## src/rtl/apb_arb_pkg.sv

```systemverilog
// Shared FSM encoding and default timeout for the APB request arbiter.
package apb_arb_pkg;

    typedef enum logic [1:0] {
        ST_IDLE   = 2'd0,
        ST_SETUP  = 2'd1,
        ST_ACCESS = 2'd2,
        ST_RESP   = 2'd3
    } apb_state_e;

    localparam int unsigned TIMEOUT_DEFAULT = 16;

endpackage

```

## src/rtl/rr_arbiter2.sv

```systemverilog
// Two-way round-robin grant; the pointer remembers the last winner so a tie
// goes to the other requester. Out of reset requester 0 wins the first tie.
module rr_arbiter2 (
    input  logic       clk_i,
    input  logic       rst_ni,
    input  logic [1:0] req_i,
    input  logic       advance_i,
    output logic [1:0] gnt_o
);

    logic last_q;

    always_comb begin
        gnt_o = req_i;
        if (req_i == 2'b11) begin
            gnt_o = last_q ? 2'b01 : 2'b10;
        end
    end

    always_ff @(posedge clk_i or negedge rst_ni) begin
        if (!rst_ni) begin
            last_q <= 1'b1;
        end else if (advance_i && (|req_i)) begin
            last_q <= gnt_o[1];
        end
    end

endmodule

```

## src/rtl/apb_req_arbiter.sv

```systemverilog
// Two requesters share one APB master port; writes use psel_0, reads psel_1.
// Every output is a register written from the single FSM process.
module apb_req_arbiter
    import apb_arb_pkg::*;
#(
    parameter int unsigned PADDR_WIDTH = 32,
    parameter int unsigned PDATA_WIDTH = 32,
    parameter int unsigned TIMEOUT     = TIMEOUT_DEFAULT
) (
    input  logic                   pclk,
    input  logic                   preset_n,
    input  logic                   req0_valid,
    input  logic                   req0_write,
    input  logic [PADDR_WIDTH-1:0] req0_addr,
    input  logic [PDATA_WIDTH-1:0] req0_wdata,
    output logic                   req0_ready,
    output logic                   rsp0_valid,
    output logic [PDATA_WIDTH-1:0] rsp0_rdata,
    output logic                   rsp0_err,
    input  logic                   req1_valid,
    input  logic                   req1_write,
    input  logic [PADDR_WIDTH-1:0] req1_addr,
    input  logic [PDATA_WIDTH-1:0] req1_wdata,
    output logic                   req1_ready,
    output logic                   rsp1_valid,
    output logic [PDATA_WIDTH-1:0] rsp1_rdata,
    output logic                   rsp1_err,
    output logic [PADDR_WIDTH-1:0] paddr,
    output logic                   pwrite,
    output logic                   psel_0,
    output logic                   psel_1,
    output logic                   penable,
    output logic [PDATA_WIDTH-1:0] pwdata,
    input  logic [PDATA_WIDTH-1:0] prdata,
    input  logic                   pready,
    input  logic                   pslverr,
    output logic                   timeout
);

    apb_state_e             state_q;
    logic                   owner_q;
    logic                   write_q;
    logic [PADDR_WIDTH-1:0] addr_q;
    logic [PDATA_WIDTH-1:0] wdata_q;
    logic [7:0]             cnt_q;
    logic                   psel0_q, psel1_q, penable_q;
    logic                   ready0_q, ready1_q;
    logic                   rsp0_valid_q, rsp1_valid_q;
    logic [PDATA_WIDTH-1:0] rsp0_rdata_q, rsp1_rdata_q;
    logic                   rsp0_err_q, rsp1_err_q;
    logic                   timeout_q;

    logic [1:0]             gnt;
    logic                   gnt_write;
    logic                   done_d;
    logic                   expired_d;
    logic                   rsp_err_d;
    logic [PDATA_WIDTH-1:0] rsp_rdata_d;

    rr_arbiter2 u_rr (
        .clk_i     (pclk),
        .rst_ni    (preset_n),
        .req_i     ({req1_valid, req0_valid}),
        .advance_i (state_q == ST_IDLE),
        .gnt_o     (gnt)
    );

    assign gnt_write = gnt[1] ? req1_write : req0_write;

    // A slave response in the last allowed cycle beats the timeout.
    always_comb begin
        done_d      = 1'b0;
        expired_d   = 1'b0;
        rsp_err_d   = 1'b0;
        rsp_rdata_d = '0;
        if (state_q == ST_ACCESS) begin
            if (pready || pslverr) begin
                done_d      = 1'b1;
                rsp_err_d   = pslverr;
                rsp_rdata_d = write_q ? '0 : prdata;
            end else if (cnt_q == 8'(TIMEOUT)) begin
                done_d    = 1'b1;
                expired_d = 1'b1;
                rsp_err_d = 1'b1;
            end
        end
    end

    always_ff @(posedge pclk or negedge preset_n) begin
        if (!preset_n) begin
            state_q      <= ST_IDLE;
            owner_q      <= 1'b0;
            write_q      <= 1'b0;
            addr_q       <= '0;
            wdata_q      <= '0;
            cnt_q        <= '0;
            psel0_q      <= 1'b0;
            psel1_q      <= 1'b0;
            penable_q    <= 1'b0;
            ready0_q     <= 1'b0;
            ready1_q     <= 1'b0;
            rsp0_valid_q <= 1'b0;
            rsp1_valid_q <= 1'b0;
            rsp0_rdata_q <= '0;
            rsp1_rdata_q <= '0;
            rsp0_err_q   <= 1'b0;
            rsp1_err_q   <= 1'b0;
            timeout_q    <= 1'b0;
        end else begin
            ready0_q     <= 1'b0;
            ready1_q     <= 1'b0;
            rsp0_valid_q <= 1'b0;
            rsp1_valid_q <= 1'b0;
            timeout_q    <= 1'b0;
            case (state_q)
                ST_IDLE: begin
                    if (|gnt) begin
                        owner_q  <= gnt[1];
                        write_q  <= gnt_write;
                        addr_q   <= gnt[1] ? req1_addr : req0_addr;
                        wdata_q  <= gnt[1] ? req1_wdata : req0_wdata;
                        ready0_q <= gnt[0];
                        ready1_q <= gnt[1];
                        psel0_q  <= gnt_write;
                        psel1_q  <= !gnt_write;
                        state_q  <= ST_SETUP;
                    end
                end
                ST_SETUP: begin
                    penable_q <= 1'b1;
                    cnt_q     <= 8'd1;
                    state_q   <= ST_ACCESS;
                end
                ST_ACCESS: begin
                    if (done_d) begin
                        psel0_q   <= 1'b0;
                        psel1_q   <= 1'b0;
                        penable_q <= 1'b0;
                        cnt_q     <= '0;
                        timeout_q <= expired_d;
                        if (owner_q) begin
                            rsp1_valid_q <= 1'b1;
                            rsp1_rdata_q <= rsp_rdata_d;
                            rsp1_err_q   <= rsp_err_d;
                        end else begin
                            rsp0_valid_q <= 1'b1;
                            rsp0_rdata_q <= rsp_rdata_d;
                            rsp0_err_q   <= rsp_err_d;
                        end
                        state_q <= ST_RESP;
                    end else begin
                        cnt_q <= cnt_q + 8'd1;
                    end
                end
                ST_RESP: begin
                    state_q <= ST_IDLE;
                end
                default: begin
                    state_q <= ST_IDLE;
                end
            endcase
        end
    end

    assign req0_ready = ready0_q;
    assign req1_ready = ready1_q;
    assign rsp0_valid = rsp0_valid_q;
    assign rsp1_valid = rsp1_valid_q;
    assign rsp0_rdata = rsp0_rdata_q;
    assign rsp1_rdata = rsp1_rdata_q;
    assign rsp0_err   = rsp0_err_q;
    assign rsp1_err   = rsp1_err_q;
    assign paddr      = addr_q;
    assign pwrite     = write_q;
    assign pwdata     = wdata_q;
    assign psel_0     = psel0_q;
    assign psel_1     = psel1_q;
    assign penable    = penable_q;
    assign timeout    = timeout_q;

endmodule

```

## config.mk

```make
export PLATFORM = sky130hd
export DESIGN_NAME = apb_req_arbiter
export DESIGN_NICKNAME = d
export VERILOG_FILES = /design/src/rtl/apb_arb_pkg.sv /design/src/rtl/rr_arbiter2.sv /design/src/rtl/apb_req_arbiter.sv
export SDC_FILE = /design/constraint.sdc
export NUM_CORES = 1
export LEC_CHECK = 0
export BUFFER_PORTS_ARGS = -buffer_cell sky130_fd_sc_hd__buf_2
export CAP_MARGIN = 15
export CORE_ASPECT_RATIO = 0.7
export CORE_MARGIN = 2
export CORE_UTILIZATION = 39
export CTS_BUF_LIST = sky130_fd_sc_hd__clkbuf_4 sky130_fd_sc_hd__clkbuf_8
export CTS_CLUSTER_SIZE = 25
export DETAILED_ROUTE_END_ITERATION = 16
export GPL_ROUTABILITY_DRIVEN = 0
export PLACE_DENSITY = 0.79
export SETUP_SLACK_MARGIN = 0.1
export SYNTH_ARGS = -nofsm -noshare
export SYNTH_HDL_FRONTEND = slang
export SYNTH_SLANG_ARGS = --single-unit
```

## constraint.sdc

```tcl
create_clock -name pclk -period 2.6 [get_ports pclk]
set_input_delay 0 -clock pclk [delete_from_list [all_inputs] [get_ports pclk]]
set_output_delay 0 -clock pclk [all_outputs]
set_load 0.05 [all_outputs]
```

# Yosys cells after proc, flatten, opt, wreduce, memory -nomap -nowiden

Index checks and enable logic that the tools add are counted.
W data, S select, Z words.

$add $sub $neg: 1
Equality and inequality tests: 7
Mux-type cells: 35
Bitwise gates (word level): 1
Reductions and logical operators: 14

Operators by type and width:

| cell                  | count |
|---|---|
| $mux W32              | 4 |
| $mux W1               | 21 |
| $pmux W8 S2           | 1 |
| $reduce_and A3 Y1     | 3 |
| $add A8 B1 Y8 const B | 1 |
| $eq A8 B5 Y1 const B  | 1 |
| $mux W2               | 4 |
| $mux W8               | 1 |
| $pmux W2 S4           | 1 |
| $eq A2 B2 Y1 const B  | 3 |
| $pmux W1 S2           | 3 |
| $reduce_and A2 Y1     | 3 |
| $ne A2 B2 Y1 const B  | 2 |
| $reduce_bool A2 Y1    | 2 |
| $reduce_or A2 Y1      | 2 |
| $eq A2 B1 Y1 const B  | 1 |
| $logic_not A2 Y1      | 1 |
| $logic_and A1 B1 Y1   | 1 |
| $logic_not A1 Y1      | 1 |
| $logic_or A1 B1 Y1    | 1 |
| $not A1 Y1            | 1 |

Register bits after elaboration: 151
Word-level logic and storage cells: 77

# Logic depth before layout (Yosys ltp)

Gate-level depths: netlist of run 1.

Word-level depth: 6
Depth in mapped cells: 8
Gate-level depth less buffers: 7

# Cells and area by module

A second synthesis of run 1 with hierarchy kept.

Cells, all modules: 539
Area total of the unflattened synthesis: 6318.6 µm²

Modules (own cells, without submodules):

| module          | instances | cells an instance | area each (µm²) |
|---|---|---|---|
| apb_req_arbiter | 1         | 533               | 6262.3 |
| rr_arbiter2     | 1         | 6                 | 56.3 |

# Worst setup path before layout of run 1

OpenSTA, ideal clock, no wires.

Kind: register to register
From: reg state_q[0]
To: reg cnt_q[4]
Arrival: 1820 ps
Data required time: 2517 ps
Path slack: 698 ps
Cell stages (with the launch flop): 7
Buffers on the path: 0
Clock period less this slack: 1902 ps
Cell sequence: dfrtp_1 > inv_1 > ha_1 > or3b_2 > a21o_1 > or4_1 > o21ai_0

Longest elaborated chain between the ends: 4
Elaborated cells between the ends (all ways): 6

Ends and longest elaborated chain:

| element                | RTL line                                      | text |
|---|---|---|
| start, declared        | apb_req_arbiter.sv:40                         | `apb_state_e state_q;` |
| start signal, assigned | apb_req_arbiter.sv:91                         | `state_q <= ST_IDLE;` |
| start signal, assigned | apb_req_arbiter.sv:126                        | `state_q <= ST_SETUP;` |
| start signal, assigned | apb_req_arbiter.sv:132                        | `state_q <= ST_ACCESS;` |
| $eq A2 B2 Y1           | apb_req_arbiter.sv:76, apb_req_arbiter.sv:115 |  |
| $mux W1                | apb_req_arbiter.sv:76                         | `if (state_q == ST_ACCESS) begin` |
| $mux W8                | apb_req_arbiter.sv:135                        | `if (done_d) begin` |
| $pmux W8 S2            | apb_req_arbiter.sv:115                        | `case (state_q)` |
| end signal, assigned   | apb_req_arbiter.sv:152                        | `cnt_q <= cnt_q + 8'd1;` |
| end, declared          | apb_req_arbiter.sv:45                         | `logic [7:0] cnt_q;` |

Parallel ways exist; a longest one is shown, timed or not.
A chain may end at the register's enable or synchronous reset.

# Final worst setup path of run 1

From: reg u_rr.last_q
To: reg wdata_q[30] (netlist: pwdata[30])

Longest elaborated chain between the ends: 4
Elaborated cells between the ends (all ways): 5

Ends and longest elaborated chain:

| element                            | RTL line               | text |
|---|---|---|
| start, declared                    | rr_arbiter2.sv:11      | `logic last_q;` |
| start signal, assigned             | rr_arbiter2.sv:24      | `last_q <= gnt_o[1];` |
| $mux W2 *                          | rr_arbiter2.sv:16      | `gnt_o = last_q ? 2'b01 : 2'b10;` |
| $mux W2 *                          | rr_arbiter2.sv:15      | `if (req_i == 2'b11) begin` |
| $reduce_or A2 Y1                   | apb_req_arbiter.sv:117 | `if (\|gnt) begin` |
| $reduce_and A2 Y1 (no source line) | -                      |  |
| end signal, assigned               | apb_req_arbiter.sv:121 | `wdata_q <= gnt[1] ? req1_wdata : req0_wdata;` |
| end, declared                      | apb_req_arbiter.sv:44  | `logic [PDATA_WIDTH-1:0] wdata_q;` |

Mark *: on every way between the ends. The rest lies on a longest branch, timed or not.

==> results of run 1 <==
[power by group]
group,internal [mW],switching (mW)
logic,2.04,5.52
registers,3.38,0.655
clock network,0.892,0.984
total,6.31,7.16
[through the flow]
step	cell area, um^2	setup slack, ps	hold slack (ps)
6_report	10400	447	22.1
5_1_grt	10400	433	15.1
4_1_cts	10300	567	27.2
3_5_place_dp	8260	569	4.08
3_3_place_gp	8260	618	1.08
2_1_floorplan	6460	698	-296
[flip-flops by register name (all words and copies together), names as in the netlist, 2 cells and up]
signal,flops
cnt_q,8
pwdata,32
rsp0_rdata,32
paddr,32
state_q,2
rsp1_rdata,32
[final cells by class]
cell class	count	area [um^2]
fillers	1184	5880
flip-flops and latches	151	3780
repair buffers	486	3370
multi-input cells	364	2480
well taps	225	282
clock buffers	18	241
clock inverters	14	165
inverters	11	41.3
diodes	5	12.5
[cell usage in the layout, fill, tap and decap left out, drive strengths merged, types with 2 or more instances in the layout]
master       instances
nor4b                2
diode                5
dfrtp              150
clkbuf              18
a21oi                5
nand2b               3
clkinv               2
nor3                 2
ha                   6
a21o                 3
mux2i               68
o32a                 3
nand2              100
inv                 16
dlygate4sd3        167
buf                319
a21boi               2
a32o                25
o21ai               73
o31ai                2
o2bb2ai             29
nand3                5
or3b                 2
nor2                10
clkinvlp             5
bufinv               2
a22o                14
nor3b                2
[routing by layer]
| metal | up-vias | GRT usage (%) | wire length, um |
|---|---|---|---|
| li1 | 2978 | - | - |
| met1 | 3243 | 30.8 | 9040 |
| met2 | 355 | 42.1 | 11100 |
| met3 | 69 | 8.88 | 2130 |
| met4 | 2 | 12.6 | 745 |
| met5 | - | 0 | 13 |
[final timing paths]
kind,start,slack [ps],depth (start not counted),endpoint
setup reg to reg,u_rr.last_q$_DFFE_PN1P_,450,5,pwdata[30]$_DFFE_PN0P_
min in group asynchronous,preset_n,70,2,rsp1_rdata[26]$_DFFE_PN0P_
hold / removal,req0_valid,20,4,pwdata[4]$_DFFE_PN0P_
max in group asynchronous,preset_n,1740,3,rsp0_rdata[14]$_DFFE_PN0P_
setup / recovery,u_rr.last_q$_DFFE_PN1P_,450,5,pwdata[30]$_DFFE_PN0P_
hold reg to reg,paddr[11]$_DFFE_PN0P_,480,2,paddr[11]$_DFFE_PN0P_
[repair_timing]
item / CTS / global route
resized for setup: 0 / 0
setup endpoints to repair: 0 / 0
hold buffers: 167 / 0
endpoints found under the hold margin: 248 / 0
[kinds of logic (layout without fill, tap and decap cells)]
logic type	after synthesis	after routing	share of synthesized area [%]
flops	151	151	58.5
fa+ha+maj	6	6	1.16
mux	68	68	10.5
simple gates	132	132	8.85
other cells	0	5	0
buf+inv	51	529	3.58
compound gates	158	158	17.4
[worst max-delay path: stages, from the launching register on]
cell and delay (ps):
dfstp_2 400, a21boi_4 210, buf_12 300, mux2i_1 280
dlygate4sd3_1 610, o21ai_0 150
==> impl_results.md, run 1 <==
- Unrepaired setup endpoints after global routing: no
- Outcome: finished, final reports clean
- Total grt overflow: 0
- Kind of critical path: reg -> reg
- Initial antenna violation count: 6
- Post-synth top area cell: dfrtp_1
- H-tree depth: 4
- Row cnt: 39
- Mapped Nets: 740
- Slew @ Worst Pin: 843 ps
- Max clock buf depth: 2
- First-pass GRT wire length: 35300 um
- Post-synth EDFFs: 0
- Core box area: 0.0162 mm^2
- Final setup viols: 0
- CP max FO: 43
- P_leak: 5.23 nW
- MaxCap Viol Count: 0
- Initial DRC count: 525
- Vias in the first global route: 6847
- Worst min path class: in -> reg
- Setup TNS: 0 ps
- Final Util: 63.8%
- Fraction of final layout cells sized beyond drive strength 1: 34.8%
- Nature of the critical path endpoint: register
- I/O pin count: 307
- CTS tree: built
- Cells after synthesis: 566
- Fin crit period: 2150 ps
- Power Density: 1300 mW/mm^2
- Routed WL: 23000 um
- Fmax: 0.464 GHz
- Most numerous cell in the Yosys netlist: dfrtp_1
- Drc violations: 0
- Worst rel slew slack: 43.7%
- Drt first pass iters: 5
- Worst vdd ir: 825 uV
- Sink Count: 151
- Clock Latency Late Sink: 450 ps
- Root Driver: clkbuf_8
- Fin. Hold Viols: 0
- Die Ht: 112 um
- Synth area leaders: dfrtp_1 (58%), mux2i_1 (11%), nand2_1 (5.8%), o21ai_0 (5.5%), o2bb2ai_1 (3.9%)
- FFs w/ async S/R, synth: 100%
- Seq/Total Area, Yosys: 58.5%
- Starting Density: 39.8%
- Fin. max-slew vios: 0
- Vias per cell: 5.22
- Synth top cells by count: dfrtp_1 (150), nand2_1 (100), o21ai_0 (71)
- Synth unique cells: 41
- Cell area after synthesis: 0.00646 mm^2
- Via Count: 6647
- Worst EP arrival: 2440 ps
- Die X: 158 um
- Worst-path clk slew: 90 ps
- Tot Pwr: 13.5 mW
- Area grow syn2layout: 60.4%
- Largest net degree at the start of global routing: 83
- Nets: 1205
- GRT Total Usage: 25.9%
- Post-route ant nets: 0
- Required time worst endpoint: 2890 ps
- CTS Buf Count: 17
- Synth top area share: 58.1%
- Die ar.: 0.0176 mm^2
- DP Cell Count: 1069
- Fin crit share: 82.8%
- Startpoint Class: register
- IO buf count: 306
- Synthesized area per cell: 11.4 um^2
- Ys Warns: 0
- #FFs+latches synth: 151
- Worst Skew: 16.3 ps
- Avg WL per Cell: 18.1 um
- Main synth FF type: dfrtp_1
- Post-CTS setup buffer count: 0
- Dpl hpwl: 12900 um
- Final Non-Filler Cells: 1274
No activity file was read; power rests on OpenSTA's default activity.
==> inputs of run 2 (changes only) <==
--- a/config.mk
+++ b/config.mk
@@ -5,6 +5,7 @@
 export SDC_FILE = /design/constraint.sdc
 export NUM_CORES = 1
 export LEC_CHECK = 0
+export ABC_AREA = 1
 export BUFFER_PORTS_ARGS = -buffer_cell sky130_fd_sc_hd__buf_2
 export CAP_MARGIN = 15
 export CORE_ASPECT_RATIO = 0.7
@@ -14,7 +15,7 @@
 export CTS_CLUSTER_SIZE = 25
 export DETAILED_ROUTE_END_ITERATION = 16
 export GPL_ROUTABILITY_DRIVEN = 0
-export PLACE_DENSITY = 0.79
+export PLACE_DENSITY = 0.81
 export SETUP_SLACK_MARGIN = 0.1
 export SYNTH_ARGS = -nofsm -noshare
 export SYNTH_HDL_FRONTEND = slang
==> constraint.sdc (replaced) <==
create_clock -name pclk -period 1.9 [get_ports pclk]
set_input_delay 0 -clock pclk [delete_from_list [all_inputs] [get_ports pclk]]
set_output_delay 0 -clock pclk [all_outputs]
set_load 0.05 [all_outputs]
==> run 2 against run 1 <==
Net effect:
- critical path depth is 5 higher
- routed wire length increased by 24%
- first-iteration DRC count up 76%
- design area increased by 6.2%
- fmax is 22% higher
- worst setup slack worse by 310 ps
- sequential share of layout area shrank 2.1 points
- count of clock-buffer cells in the layout up 3
- critical path type unchanged
==> impl_results.md, run 2 <==
- Largest delay share family, worst path: simple AND/OR/NAND/NOR gates (was buffers and inverters)
- Setup TNS: 0 ps (unchanged)
- Sink Count: 151 (unchanged)
- Fmax: 0.566 GHz (was 0.464 GHz)
- #FFs+latches synth: 151 (unchanged)
- Met1 Use GR: 33.3% (was 30.8%)
- Post-route ant nets: 0 (unchanged)
- Slew @ Worst Pin: 634 ps (was 843 ps)
- Reg2reg start: cnt_q[0]$_DFFE_PN0P_ (was u_rr.last_q$_DFFE_PN1P_)
- Nature of the critical path endpoint: register (unchanged)
- Core box area: 0.0173 mm^2 (was 0.0162 mm^2)
- Kind of critical path: reg -> reg (unchanged)
- Vias per cell: 5.27 (was 5.22)
- Max clock buf depth: 2 (unchanged)
- Final setup viols: 0 (unchanged)
- Grt met3 use: 8.80% (was 8.88%)
- Post-synth top area cell: dfrtp_1 (unchanged)
- GRT Max-Usage Layer: met2 (unchanged)
- Die X: 163 um (was 158 um)
- CP max FO: 17 (was 43)
- Synth top cells by count: nand2_1 (231), dfrtp_1 (150), o21ai_0 (120) (was dfrtp_1 (150), nand2_1 (100), o21ai_0 (71))
- Mapped Nets: 1015 (was 740)
- Worst min path class: in -> async (was in -> reg)
- IO buf count: 306 (unchanged)
- Power Density: 1860 mW/mm^2 (was 1300 mW/mm^2)
- Synth top area share: 54.2% (was 58.1%)
- Startpoint Class: register (unchanged)
- Outcome: finished, final reports clean (unchanged)
- Synthesized area per cell: 8.23 um^2 (was 11.4 um^2)
- Fin. Hold Viols: 0 (unchanged)
- Fin. max-slew vios: 0 (unchanged)
- Worst hold slack: 50.5 ps (was 22.1 ps)
- Fin crit period: 1770 ps (was 2150 ps)
- GRT Total Usage: 29.2% (was 25.9%)
- Drc violations: 0 (unchanged)
- Worst EP arrival: 2150 ps (was 2440 ps)
- Starting Density: 40.1% (was 39.8%)
- Cell area after synthesis: 0.00692 mm^2 (was 0.00646 mm^2)
- Row cnt: 40 (was 39)
- H-tree depth: 4 (unchanged)
- First-pass GRT wire length: 42300 um (was 35300 um)
- CTS tree: built (unchanged)
- Crit path from: cnt_q[0]$_DFFE_PN0P_ (was u_rr.last_q$_DFFE_PN1P_)
- FFs w/ async S/R, synth: 100% (unchanged)
- Fillers: 1329 (was 1184)
- Post-synth EDFFs: 0 (unchanged)
- Main synth FF type: dfrtp_1 (unchanged)
- Cells after synthesis: 841 (was 566)
- Unrepaired setup endpoints after global routing: yes (was no)
- Commonest non-fill, non-tap cell in the layout: buf_2 (unchanged)
- Worst Skew: 22.1 ps (was 16.3 ps)
- MaxCap Viol Count: 0 (unchanged)
- DP Cell Count: 1342 (was 1069)
- Die ar.: 0.0189 mm^2 (was 0.0176 mm^2)
- Root Driver: clkbuf_8 (unchanged)
- P_leak: 5.89 nW (was 5.23 nW)
- Most frequent cells in the layout: buf_2 (305), nand2_1 (230), dlygate4sd3_1 (169), dfrtp_1 (150), o21ai_0 (120) (was buf_2 (305), dlygate4sd3_1 (167), dfrtp_1 (150), nand2_1 (100), o21ai_0 (71))
- Area grow syn2layout: 58.9% (was 60.4%)
- Nets: 1481 (was 1205)
- Fin crit share: 92.9% (was 82.8%)
- Worst rel slew slack: 57.8% (was 43.7%)
- Initial antenna violation count: 0 (was 6)
- Worst vdd ir: 1200 uV (was 825 uV)
- Most numerous cell in the Yosys netlist: nand2_1 (was dfrtp_1)
- Required time worst endpoint: 2290 ps (was 2890 ps)
- Avg WL per Cell: 18.4 um (was 18.1 um)
- Die Ht: 115 um (was 112 um)
- Crit path cell chain: inv_2 > ha_1 > nand2_1 > nor2_2 > nand2_4 > a21oi_4 > buf_4 > buf_12 > nand3_1 > nand2_1 (was a21boi_4 > buf_12 > mux2i_1 > dlygate4sd3_1 > o21ai_0)
- Vias in the first global route: 8290 (was 6847)
- Slowest CP cell: dfrtp_1 (was dlygate4sd3_1)
- Seq/Total Area, Yosys: 54.6% (was 58.5%)
- CTS Buf Count: 17 (unchanged)
- Most numerous cell on the critical path: nand2_1
- Dpl hpwl: 15300 um (was 12900 um)
- Initial DRC count: 923 (was 525)
- Largest net degree at the start of global routing: 69 (was 83)
- Via Count: 8191 (was 6647)
- Synth area leaders: dfrtp_1 (54%), nand2_1 (13%), o21ai_0 (8.7%), nor2_1 (5.5%), nand3_1 (4.0%) (was dfrtp_1 (58%), mux2i_1 (11%), nand2_1 (5.8%), o21ai_0 (5.5%), o2bb2ai_1 (3.9%))
- WP buf/inv: 3 (was 2)
- Final Non-Filler Cells: 1555 (was 1274)
- Max incr delay on CP: 410 ps (was 610 ps)
- Met2 usage: 47.5% (was 42.1%)
- I/O pin count: 307 (unchanged)
- Fraction of final layout cells sized beyond drive strength 1: 30.6% (was 34.8%)
- Drt first pass iters: 5 (unchanged)
- Worst-path clk slew: 90 ps (about the same)
- Total grt overflow: 0 (unchanged)
- Ys Warns: 0 (unchanged)
- Clock Latency Late Sink: 460 ps (was 450 ps)
- Synth unique cells: 28 (was 41)
- Routed WL: 28600 um (was 23000 um)
==> run 2: changes by cell type after synthesis, sizes merged, moves of 18 or more <==
cell and change:
nand2 +132, o21ai +62, a32o -25, nor2 +94, o2bb2ai -29, mux2i -68, buf +18, inv +49
nand3 +73
==> run 2: path summary, 6_finish.rpt <==
path	to	slack [ps]	cells after the start
max	rsp1_rdata[13]$_DFFE_PN0P_	130	10
min	rsp0_rdata[10]$_DFFE_PN0P_	50	2
max reg2reg	rsp1_rdata[13]$_DFFE_PN0P_	130	10
min reg2reg	rsp0_rdata[18]$_DFFE_PN0P_	480	2
max in group asynchronous	paddr[22]$_DFFE_PN0P_	1130	3
min in group pclk	paddr[19]$_DFFE_PN0P_	350	4
==> run 2: logic make-up after synthesis <==
logic type / count (synthesis) / synth area share [%]
AO/OA/AOI/OAI: 148 / 11.0
buffers and inverters: 115 / 7.14
flip-flops: 151 / 54.6
AND/OR/NAND/NOR: 420 / 26.0
XOR/XNOR: 1 / 0.127
adder cells (fa/ha/maj): 6 / 1.08
==> run 2: layer usage <==
| layer | vias to the layer above | wire length (um) |
|---|---|---|
| met5 | - | 0 |
| met4 | 0 | 1840 |
| met3 | 160 | 2800 |
| met2 | 602 | 13400 |
| met1 | 3815 | 10600 |
| li1 | 3614 | - |
==> run 2: cell type report <==
| type | instances | area [um^2] | share of cell area, % |
|---|---|---|---|
| sequential | 151 | 3780 | 34.3 |
| inverter | 60 | 225 | 2.05 |
| antenna | 4 | 10.0 | 0.0910 |
| clock buffer | 21 | 283 | 2.57 |
| clock inverter | 11 | 136 | 1.24 |
| tap | 231 | 289 | 2.63 |
| timing repair buffer | 502 | 3600 | 32.7 |
| multi-input combinational | 575 | 2680 | 24.4 |
==> run 2: stage by stage <==
stage | power, mW | setup slack (ps) | cell area, um^2 | utilization, %
detailed placement | 16.8 | 136 | 8750 | 50.7
finish | 20.4 | 135 | 11000 | 63.7
CTS | 19.7 | 120 | 10900 | 62.9
global route | 21.4 | 25.1 | 11000 | 63.7
floorplan | 13.7 | 392 | 6920 | -
global placement | 16.6 | 223 | 8750 | 50.7
==> run 2: power breakdown <==
part / internal [mW] / leakage [nW] / switching, mW
Clock: 1.31 / 0.207 / 1.30
Combinational: 2.92 / 3.77 / 9.18
Sequential: 4.77 / 1.92 / 0.970
Total: 8.99 / 5.89 / 11.4
==> run 2: timing repair <==
action                                  CTS  global route
endpoints found under the hold margin   289             0
resized for setup                         0             8
buffers inserted                          0             4
hold buffers                            169             0
endpoints found under the setup margin    0            94
==> inputs of run 3 (changes only) <==
--- a/config.mk
+++ b/config.mk
@@ -11,7 +11,6 @@
 export CORE_ASPECT_RATIO = 0.7
 export CORE_MARGIN = 2
 export CORE_UTILIZATION = 39
-export CTS_BUF_LIST = sky130_fd_sc_hd__clkbuf_4 sky130_fd_sc_hd__clkbuf_8
 export CTS_CLUSTER_SIZE = 25
 export DETAILED_ROUTE_END_ITERATION = 16
 export GPL_ROUTABILITY_DRIVEN = 0
==> run 3 against run 2 <==
Net effect:
- combinational power barely moved
- utilization rose by 1.5 points
- sequential power barely moved
- worst hold slack improved by 44 ps
- global-route usage fell by 0.32 points
- fmax rose by 2.4%
- cell count barely moved
- worst setup slack improved by 41 ps
- critical path depth did not move
- critical path type unchanged
- largest power group unchanged
==> impl_results.md, run 3 (synthesis gave the netlist of run 2 again) <==
- Worst vdd ir: 1200 uV (about the same)
- Outcome: finished, final reports clean (unchanged)
- Clock Latency Late Sink: 430 ps (was 460 ps)
- Drc violations: 0 (unchanged)
- Fin crit period: 1720 ps (was 1770 ps)
- Total grt overflow: 0 (unchanged)
- Max clock buf depth: 2 (unchanged)
- Fillers: 1293 (was 1329)
- Most frequent cells in the layout: buf_2 (305), nand2_1 (229), dlygate4sd3_1 (169), dfrtp_1 (150), o21ai_0 (118) (was buf_2 (305), nand2_1 (230), dlygate4sd3_1 (169), dfrtp_1 (150), o21ai_0 (120))
- Largest net degree at the start of global routing: 69 (unchanged)
- Worst EP arrival: 2090 ps (was 2150 ps)
- Fin. max-slew vios: 0 (unchanged)
- Die ar.: 0.0189 mm^2 (unchanged)
- Met2 usage: 48.3% (was 47.5%)
- Fin crit share: 90.8% (was 92.9%)
- Dpl ws: 136 ps (unchanged)
- Power Density: 1900 mW/mm^2 (was 1860 mW/mm^2)
- Clock Power Share: 16.3% (was 12.8%)
- Fraction of final layout cells sized beyond drive strength 1: 31.0% (was 30.6%)
- R2R depth: 10 (unchanged)
- Reg area: 0.00378 mm^2 (unchanged)
- Area grow syn2layout: 62.7% (was 58.9%)
- Fmax: 0.580 GHz (was 0.566 GHz)
- CTS tree: built (unchanged)
- Avg WL per Cell: 18.5 um (was 18.4 um)
- Comb pwr share: 56.9% (was 59.2%)
- Unrepaired setup endpoints after global routing: no (was yes)
- Starting Density: 40.1% (unchanged)
- Setup TNS: 0 ps (unchanged)
- Worst rel slew slack: 59.3% (was 57.8%)
- Fin. Hold Viols: 0 (unchanged)
- IO buf count: 306 (unchanged)
- Nature of the critical path endpoint: register (unchanged)
- Area of the multi-input gates: 0.00271 mm^2 (was 0.00268 mm^2)
- Worst Skew: 13.8 ps (was 22.1 ps)
- Die Ht: 115 um (unchanged)
- GRT Total Usage: 28.9% (was 29.2%)
- Vias in the first global route: 8274 (was 8290)
- Required time worst endpoint: 2260 ps (was 2290 ps)
- Drt first pass iters: 6 (was 5)
- Worst-path clk slew: 70 ps (was 90 ps)
- Root Driver: clkbuf_16 (was clkbuf_8)
- CP max FO: 8 (was 17)
- Row cnt: 40 (unchanged)
- Initial antenna violation count: 1 (was 0)
- Final Util: 65.3% (was 63.7%)
- Nets: 1482 (was 1481)
- Via Count: 8265 (was 8191)
- Core box area: 0.0173 mm^2 (unchanged)
- Initial DRC count: 958 (was 923)
- Net Sw Frac: 54.2% (was 56.0%)
- GRT Max-Usage Layer: met2 (unchanged)
- Final setup viols: 0 (unchanged)
- First-pass GRT wire length: 41900 um (was 42300 um)
- DP Cell Count: 1342 (unchanged)
- Vias per cell: 5.31 (was 5.27)
- MaxCap Viol Count: 0 (unchanged)
- Worst hold slack: 94.2 ps (was 50.5 ps)
- P_leak: 5.98 nW (was 5.89 nW)
- Commonest non-fill, non-tap cell in the layout: buf_2 (unchanged)
- Sink Count: 151 (unchanged)
- Final Non-Filler Cells: 1556 (was 1555)
- Dpl hpwl: 15300 um (unchanged)
- Met1 Use GR: 32.5% (was 33.3%)
- Worst min path class: in -> async (unchanged)
- I/O pin count: 307 (unchanged)
- Register share of total power: 26.8% (was 28.1%)
- Slew @ Worst Pin: 611 ps (was 634 ps)
- Kind of critical path: reg -> reg (unchanged)
- Grt met3 use: 8.48% (was 8.80%)
- Startpoint Class: register (unchanged)
- H-tree depth: 4 (unchanged)
- Worst setup margin: 175 ps (was 135 ps)
- Post-route ant nets: 0 (unchanged)
- Die X: 163 um (unchanged)
- CTS Buf Count: 17 (unchanged)
- Routed WL: 28800 um (was 28600 um)
- Int Power: 9.81 mW (was 8.99 mW)
- Net Sw Power: 11.6 mW (was 11.4 mW)
## run 3: cell count changes in the layout (fill, tap and decap cells not counted), sizes merged
cell / change
buf: -1
clkbuf: +2
## run 3: power groups by stage
stage | registers [mW] | logic [mW] | clock network [mW]
after floorplan | 10.7 | 3.06 | 0
after global placement | 5.64 | 11.0 | 0
after detailed placement | 5.65 | 11.2 | 0
after CTS | 5.65 | 11.4 | 3.52
after global routing | 5.88 | 12.8 | 3.67
final | 5.76 | 12.2 | 3.49
## run 3: per-stage QoR
| step | area (um^2) | total power [mW] |
|---|---|---|
| after CTS | 11000 | 20.6 |
| after global placement | 8750 | 16.6 |
| final | 11300 | 21.4 |
| after global routing | 11300 | 22.4 |
| after detailed placement | 8750 | 16.8 |
| after floorplan | 6920 | 13.7 |
## run 3: layout make-up
type / count / area share [%]
antenna: 4 / 0.0888
sequential: 151 / 33.5
timing repair buffer: 503 / 32.3
clock buffer: 21 / 4.18
tap: 231 / 2.57
clock inverter: 11 / 1.21
multi-input combinational: 575 / 24.1
inverter: 60 / 2.00
## run 3: timing repair
| action | CTS | global route |
|---|---|---|
| endpoints found under the setup margin | 0 | 87 |
| gates resized for setup | 0 | 18 |
| setup buffers | 0 | 4 |
| endpoints found under the hold margin | 288 | 0 |
| hold buffers | 169 | 0 |
## run 3: path summary, 6_finish.rpt
path                                            from                    endpoint  slack [ps]
hold / removal                              preset_n  rsp0_rdata[10]$_DFFE_PN0P_          90
hold reg to reg            rsp1_rdata[0]$_DFFE_PN0P_   rsp1_rdata[0]$_DFFE_PN0P_         470
max in group asynchronous                   preset_n       paddr[30]$_DFFE_PN0P_        1080
min in group pclk                      req1_addr[19]       paddr[19]$_DFFE_PN0P_         390
setup / recovery                cnt_q[1]$_DFFE_PN0P_   rsp1_rdata[5]$_DFFE_PN0P_         180
setup reg to reg                cnt_q[1]$_DFFE_PN0P_   rsp1_rdata[5]$_DFFE_PN0P_         180
## run 3: layer usage
layer	part of all wire (%)	vias to the layer above
met5	0	-
met4	6.2	0
met3	10	155
met2	48	628
met1	36	3859
li1	-	3623
## run 3: critical path: stages, from the launching register on
cell and delay, ps:
dfrtp_1 390, inv_1 110, ha_4 140, nand2_2 60, nor2_4 90, nand2_2 110
a21oi_4 280, buf_6 170, clkbuf_16 170, nand3_1 70, nand2_1 70
